[config.mk]
export PLATFORM = sky130hd
export DESIGN_NAME = multicycle_control
export DESIGN_NICKNAME = d
export VERILOG_FILES = /design/src/rtl/multicycle_control.sv
export SDC_FILE = /design/constraint.sdc
export NUM_CORES = 1
export LEC_CHECK = 0
export ABC_CLOCK_PERIOD_IN_PS = 2500
export BUFFER_PORTS_ARGS = -buffer_cell sky130_fd_sc_hd__buf_2
export CAP_MARGIN = 20
export CORE_MARGIN = 4
export CORE_UTILIZATION = 35
export DETAILED_ROUTE_END_ITERATION = 8
export PLACE_DENSITY = 0.6
export SYNTH_ARGS = -nofsm -noshare
export SYNTH_HDL_FRONTEND = slang
export SYNTH_SLANG_ARGS = --single-unit
[constraint.sdc]
create_clock -name CLK -period 2.5 [get_ports CLK]
set_clock_uncertainty 0.2 [all_clocks]
set_input_delay 0.25 -clock CLK [delete_from_list [all_inputs] [get_ports CLK]]
set_output_delay 0.25 -clock CLK [all_outputs]
set_load 0.02 [all_outputs]
[src/rtl/multicycle_control.sv]
// rtl/multicycle_control.sv - control FSM sequencing a multicycle MIPS datapath
// Per-state control words, memory ready handshake and stalled-access timeout abort.
module multicycle_control #(
  parameter int MEM_TIMEOUT = 15
) (
  input  logic       CLK,
  input  logic       RESET,
  input  logic [5:0] opcode,
  input  logic       mem_ready,
  output logic       PCWrite,
  output logic       PCWriteCond,
  output logic       IorD,
  output logic       MemRead,
  output logic       MemWrite,
  output logic       IRWrite,
  output logic       MemtoReg,
  output logic       RegDst,
  output logic       RegWrite,
  output logic       ALUSrcA,
  output logic [1:0] ALUSrcB,
  output logic [1:0] ALUOp,
  output logic [1:0] PCSource,
  output logic [3:0] state,
  output logic       instr_done,
  output logic       mem_err,
  output logic       illegal_op
);

  localparam logic [3:0] S_FETCH     = 4'd0;
  localparam logic [3:0] S_DECODE    = 4'd1;
  localparam logic [3:0] S_MEM_ADDR  = 4'd2;
  localparam logic [3:0] S_MEM_READ  = 4'd3;
  localparam logic [3:0] S_MEM_WB    = 4'd4;
  localparam logic [3:0] S_MEM_WRITE = 4'd5;
  localparam logic [3:0] S_EXECUTE   = 4'd6;
  localparam logic [3:0] S_R_WB      = 4'd7;
  localparam logic [3:0] S_BRANCH    = 4'd8;
  localparam logic [3:0] S_JUMP      = 4'd9;
  localparam logic [3:0] S_ADDI_EX   = 4'd10;
  localparam logic [3:0] S_ADDI_WB   = 4'd11;

  localparam logic [5:0] OP_RTYPE = 6'b000000;
  localparam logic [5:0] OP_LW    = 6'b100011;
  localparam logic [5:0] OP_SW    = 6'b101011;
  localparam logic [5:0] OP_BEQ   = 6'b000100;
  localparam logic [5:0] OP_J     = 6'b000010;
  localparam logic [5:0] OP_ADDI  = 6'b001000;

  // A zero timeout disables the abort; WAIT_LAST is then never consulted.
  localparam logic       TIMEOUT_EN = 1'(MEM_TIMEOUT != 0);
  localparam logic [7:0] WAIT_LAST  = 8'(MEM_TIMEOUT - 1);

  logic [3:0] state_q, state_d;
  logic [7:0] wait_cnt_q, wait_cnt_d;
  logic       mem_state;
  logic       timeout;
  logic       opcode_legal;

  assign mem_state = (state_q == S_FETCH) || (state_q == S_MEM_READ) ||
                     (state_q == S_MEM_WRITE);
  assign timeout   = TIMEOUT_EN && mem_state && !mem_ready && (wait_cnt_q == WAIT_LAST);
  assign opcode_legal = (opcode == OP_RTYPE) || (opcode == OP_LW) || (opcode == OP_SW) ||
                        (opcode == OP_BEQ) || (opcode == OP_J) || (opcode == OP_ADDI);
  assign state = state_q;

  always_ff @(posedge CLK or negedge RESET) begin
    if (!RESET) begin
      state_q    <= S_FETCH;
      wait_cnt_q <= 8'd0;
    end else begin
      state_q    <= state_d;
      wait_cnt_q <= wait_cnt_d;
    end
  end

  always_comb begin
    state_d = state_q;
    case (state_q)
      S_FETCH: begin
        if (mem_ready)    state_d = S_DECODE;
        else if (timeout) state_d = S_FETCH;
      end
      S_DECODE: begin
        case (opcode)
          OP_LW, OP_SW: state_d = S_MEM_ADDR;
          OP_RTYPE:     state_d = S_EXECUTE;
          OP_BEQ:       state_d = S_BRANCH;
          OP_J:         state_d = S_JUMP;
          OP_ADDI:      state_d = S_ADDI_EX;
          default:      state_d = S_FETCH;
        endcase
      end
      S_MEM_ADDR: begin
        case (opcode)
          OP_LW:   state_d = S_MEM_READ;
          OP_SW:   state_d = S_MEM_WRITE;
          default: state_d = S_FETCH;
        endcase
      end
      S_MEM_READ: begin
        if (mem_ready)    state_d = S_MEM_WB;
        else if (timeout) state_d = S_FETCH;
      end
      S_MEM_WRITE: begin
        if (mem_ready || timeout) state_d = S_FETCH;
      end
      S_EXECUTE:  state_d = S_R_WB;
      S_ADDI_EX:  state_d = S_ADDI_WB;
      S_MEM_WB, S_R_WB, S_ADDI_WB, S_BRANCH, S_JUMP: state_d = S_FETCH;
      default:    state_d = S_FETCH;
    endcase

    // A FETCH timeout stays in FETCH, so it must clear the counter explicitly.
    if ((state_d != state_q) || timeout)
      wait_cnt_d = 8'd0;
    else if (mem_state && !mem_ready && (wait_cnt_q != 8'hFF))
      wait_cnt_d = wait_cnt_q + 8'd1;
    else
      wait_cnt_d = wait_cnt_q;
  end

  always_comb begin
    PCWrite     = 1'b0;
    PCWriteCond = 1'b0;
    IorD        = 1'b0;
    MemRead     = 1'b0;
    MemWrite    = 1'b0;
    IRWrite     = 1'b0;
    MemtoReg    = 1'b0;
    RegDst      = 1'b0;
    RegWrite    = 1'b0;
    ALUSrcA     = 1'b0;
    ALUSrcB     = 2'b00;
    ALUOp       = 2'b00;
    PCSource    = 2'b00;
    instr_done  = 1'b0;
    illegal_op  = 1'b0;
    mem_err     = timeout && RESET;
    case (state_q)
      S_FETCH: begin
        MemRead = 1'b1;
        ALUSrcB = 2'b01;
        PCWrite = mem_ready && RESET;
        IRWrite = mem_ready && RESET;
      end
      S_DECODE: begin
        ALUSrcB    = 2'b11;
        illegal_op = !opcode_legal;
      end
      S_MEM_ADDR, S_ADDI_EX: begin
        ALUSrcA = 1'b1;
        ALUSrcB = 2'b10;
      end
      S_MEM_READ: begin
        MemRead = 1'b1;
        IorD    = 1'b1;
      end
      S_MEM_WB: begin
        RegWrite   = 1'b1;
        MemtoReg   = 1'b1;
        instr_done = 1'b1;
      end
      S_MEM_WRITE: begin
        MemWrite   = 1'b1;
        IorD       = 1'b1;
        instr_done = mem_ready && RESET;
      end
      S_EXECUTE: begin
        ALUSrcA = 1'b1;
        ALUOp   = 2'b10;
      end
      S_R_WB: begin
        RegWrite   = 1'b1;
        RegDst     = 1'b1;
        instr_done = 1'b1;
      end
      S_ADDI_WB: begin
        RegWrite   = 1'b1;
        instr_done = 1'b1;
      end
      S_BRANCH: begin
        ALUSrcA     = 1'b1;
        ALUOp       = 2'b01;
        PCWriteCond = 1'b1;
        PCSource    = 2'b01;
        instr_done  = 1'b1;
      end
      S_JUMP: begin
        PCWrite    = 1'b1;
        PCSource   = 2'b10;
        instr_done = 1'b1;
      end
      default: begin
      end
    endcase
  end

endmodule

Word level (Yosys, flattened, before mapping):

Index checks and enable logic that the tools add are counted.

* latch bits: 0
* input port bits: 9
* output and inout port bits: 23
* memories kept: 0
* bits in registers: 12
* word-level logic and storage cells: 72
* bits in read-only memories: 0
* memory bits (writable): 0

* bitwise logic cells: 0
* $lt $le $gt $ge: 0
* shift operators: 0
* reduce and logical (&&, ||, !) cells: 26
* multipliers: 0
* add/sub/neg operators: 1
* equal/unequal tests: 19
* mux-type cells: 24
* divide/modulo/power cells: 0

Operators by type and width (number)
* $pmux 4 s7: 1
* $pmux 4 s5: 1
* $eq 4x3->1 const B: 4
* $eq 4x4->1 const B: 4
* $mux 4: 4
* $mux 8: 2
* $eq 6x6->1 const B: 2
* $mux 1: 10
* $logic_or 1x1->1: 9
* $add 8x1->8 const B: 1
* $eq 4x2->1 const B: 2
* $eq 8x4->1 const B: 1
* $ne 8x8->1 const B: 1
* $pmux 2 s2: 2
* $reduce_or 2->1: 4
* $eq 6x2->1 const B: 1
* $eq 6x3->1 const B: 1
* $eq 6x4->1 const B: 1
* $logic_not 6->1: 1
* $pmux 2 s3: 1
* $pmux 3 s2: 1
* $logic_and 1x1->1: 5
* $reduce_or 5->1: 1
* $eq 4x1->1 const B: 1
* other kinds (7): 9

Logic depth before layout (Yosys ltp):

* depth in word-level cells: 11
* mapped depth: 7
* mapped depth without buffers: 7

Least setup slack after synthesis:

No wires, ideal clock.

* kind: reg-to-output
* start: register state_q[1], in the netlist state[1]
* end: output port PCWrite
* stages on the path, launching flop included: 5
* buffers on the path: 2
* data required time: 2.050 ns
* arrival time: 2.009 ns
* setup slack: 0.041 ns
* cell sequence: dfrtp_1 -> buf_2 -> buf_1 -> nor4b_1 -> or2_2

* cells in the longest elaborated chain, start to end: 2
* elaborated cells between the ends (all ways): 3
* those cells by class: eq/ne (1); mux (1); reduce/logical (1)

RTL lines
* start: declaration: RTL line 53 `logic [3:0] state_q, state_d;`
* start signal: assignment: RTL line 71 `state_q <= state_d;`
* $eq 4x4->1 or $logic_not 4->1 (tied branches): RTL line 139 `case (state_q)`
* $pmux 1 s2 (*): RTL line 139
* end: declaration: RTL line 10 `output logic PCWrite,`

Mark *: on every way between the ends. The rest lies on a longest branch, timed or not.

Final worst setup path:

* start: register state_q[1], in the netlist state[1]
* end: output port mem_err

* cells in the longest elaborated chain, start to end: 6
* elaborated cells between the ends (all ways): 8
* those cells by class: eq/ne (2); reduce/logical (6)

RTL lines
* $eq 4x2->1 or $logic_not 4->1 (tied branches): RTL line 59 `assign mem_state = (state_q == S_FETCH) || (state_q == S_MEM_READ) ||`
* $logic_or 1x1->1: RTL line 59
* $logic_or 1x1->1 (*): RTL line 59
* $logic_and 1x1->1 (*) (2 in a row): RTL line 61 `assign timeout = TIMEOUT_EN && mem_state && !mem_ready && (wait_cnt_q == WAIT_LAST);`
* $logic_and 1x1->1 (*): RTL line 138 `mem_err = timeout && RESET;`
* end: declaration: RTL line 25 `output logic mem_err,`

Marks and branches as above.

==> results_dict.tcl <==
set metrics [dict create \
    synthCells 151 \
    setup-violations-final 0 \
    synthSimpleGateAreaFrac_pct 37.63 \
    numCtsBuffers 3 \
    fin_util_pct 45.08 \
    synth_mux_area_share_pct 0 \
    start_util_pct 37.52 \
    grt_pass1_wl_um 5313 \
    hold_class "in2reg" \
    max_cap_violations 0 \
    start_kind "flip-flop" \
    cts_tree "yes" \
    ys.flop_type "dfrtp_1" \
    worst_pin_slew_ns 0.5187 \
    finalSetupTns_ns 0 \
    slew_violations 0 \
    critPathArrivalTime_ns 1.97 \
    grt_usage_pct 15.60 \
    clock_path_buffers 2 \
    cts.htree.levels 1 \
    r2r_setup_slack_ns 0.19 \
    fin_hold_ws_ns 0.2194 \
    drt_wl_total_um 3206 \
    final_cell_mix "buf_2 (31), nor2_1 (21), nand2_1 (14)" \
    place_hpwl_um 2557 \
    ys_seq_area_share_pct 25.59 \
    syn_area_mm2 0.001174 \
    yosys.cell_types.count 50 \
    synth-compound-area-share_pct 22.17 \
    synth.net_count 162 \
    synthXorXnorAreaFrac_pct 5.970 \
    layout_commonest_cell "buf_2" \
    grt_setup_unrepaired "false" \
    overflow 0 \
    antenna_found_initial 0 \
    die_x_um 65.91 \
    power.density_mw_per_mm2 342.5 \
    crit_type "reg2out" \
    rows 20 \
    die_h_um 65.91 \
    cp_max_fo 14 \
    synth-edff-count 0 \
    vdd_drop_max_uv 272.9 \
    place.port_buffers 31 \
    vias_per_cell 5.473 \
    die-area_mm2 0.004343 \
    finalHoldViolations 0 \
    routabilityCongestion 0.8806 \
    period_minus_slack_ns 2.420 \
    drtIter0Drc 109 \
    synth_top_family_by_area "simple AND/OR/NAND/NOR gates" \
    ys_seq_elements 12 \
    vias 1237 \
    n_antenna_cell 0 \
    post_drt_wl_per_cell_um 14.19 \
    power.leakage_nw 0.6177 \
    drcViolationCount 0 \
    clk-insertion-delay-late_ns 0.27 \
    synthesis.area_per_instance_um2 7.772 \
    yosysWarnings 0 \
    max_slew_margin_pct 65.29 \
    synthAdderAreaFrac_pct 2.985 \
    first_pass_iters 4 \
    cp.required_ns 2.05 \
    fin_nets 195 \
    async_flop_share_pct 100.0 \
    area_growth_pct 20.15 \
    path_clk_slew_ns 0.08 \
    max_freq_mhz 413.1 \
    layout-drive-gt1-share_pct 26.92 \
    grt_max_degree 15 \
    post-cts-setup-buffers 0 \
    core-area_mm2 0.003128 \
    crit_path_end_kind "primary output" \
    postRouteAntennaNets 0 \
    grt_pass1_vias 1138 \
    outcome "completed" \
    cts.sinks 12 \
    num_io_pins 32 \
    period_share_pct 96.82 \
    clock-root-buffer "clkbuf_4" \
]
==> final timing paths <==
kind	start	endpoint	cells past startpoint
hold / removal	opcode[4]	state[2]	4
min in group asynchronous	RESET	state[1]	3
hold reg to reg	wait_cnt_q[7]	wait_cnt_q[7]	1
setup / recovery	state[1]	mem_err	4
setup reg to reg	wait_cnt_q[0]	wait_cnt_q[1]	7
max in group asynchronous	RESET	state[1]	3
==> per-stage QoR <==
step	cells	power (mW)	instance area, µm²	setup WS (ns)
after floorplan	151	0.3145	1174	0.04146
after global placement	222	0.3631	1370	0.2692
after detailed placement	222	0.3665	1370	0.1611
after CTS	226	0.4891	1403	0.02837
after global routing	226	0.5155	1410	0.002884
final	226	0.4830	1410	0.07950
==> logic make-up (layout without fill, tap and decap cells) <==
family / count (synthesis) / after routing
simple gates: 80 / 80
compound gates: 36 / 36
flops: 12 / 12
buf+inv: 12 / 43
xor+xnor: 8 / 8
fa+ha+maj: 3 / 3
==> cells in the mapped netlist (2+ instances only) <==
cell type | count | area [µm²]
inv_1 | 2 | 7.510
dfrtp_1 | 12 | 300.3
nand3_1 | 3 | 15.01
nand4_1 | 3 | 18.77
nor3b_1 | 2 | 15.01
o21ai_0 | 5 | 25.02
nor4b_1 | 2 | 17.52
nor2_1 | 21 | 78.83
ha_1 | 2 | 25.02
and2_1 | 2 | 12.51
nor3_1 | 8 | 40.04
o32ai_1 | 2 | 17.52
buf_2 | 2 | 10.01
nand2b_1 | 7 | 43.79
or2_2 | 2 | 12.51
nor4_1 | 3 | 18.77
xnor2_1 | 7 | 61.31
clkbuf_1 | 3 | 11.26
a211oi_1 | 4 | 30.03
o211ai_1 | 2 | 15.01
a21oi_1 | 8 | 40.04
nand2_1 | 14 | 52.55
and3_1 | 6 | 37.54
buf_4 | 3 | 22.52
==> power by group <==
group	internal (mW)	switching [mW]	total, mW	leakage (nW)
clock	0.0557	0.0633	0.119	0.0138
sequential	0.200	0.0116	0.212	0.164
combinational	0.0582	0.0944	0.153	0.440
==> registers in the layout, summed over array words and instances (netlist names) <==
register	count
wait_cnt_q	8
state	4
==> per-layer routing <==
| layer | routed length [µm] | vias to the layer above | global-route usage (%) | share of wire (%) |
|---|---|---|---|---|
| met2 | 1590 | 32 | 26.91 | 50 |
| li1 | - | 625 | - | - |
| met1 | 1413 | 576 | 19.71 | 44 |
| met5 | 0 | - | 0 | 0 |
| met3 | 158 | 4 | 2.891 | 4.9 |
| met4 | 43 | 0 | 4.145 | 1.3 |
==> layout make-up <==
cell class	instances	area [µm²]
clock buffers	3	22.52
fillers	337	1718
inverters	2	7.507
multi-input cells	127	813.3
flip-flops and latches	12	301.5
well taps	44	55.05
repair buffers	38	210.2
==> what timing repair did <==
action	CTS	global route
setup endpoints to repair	0	4
hold buffers	1	0
gates resized for setup	0	2
hold endpoints to repair	12	0
==> worst max-delay path, stage by stage, from the launching register on <==
cell	delay [ns]
dfrtp_2	0.50
or4_4	0.56
o22ai_1	0.27
and3_1	0.20
buf_2	0.16
No activity file was read; power rests on OpenSTA's default activity.
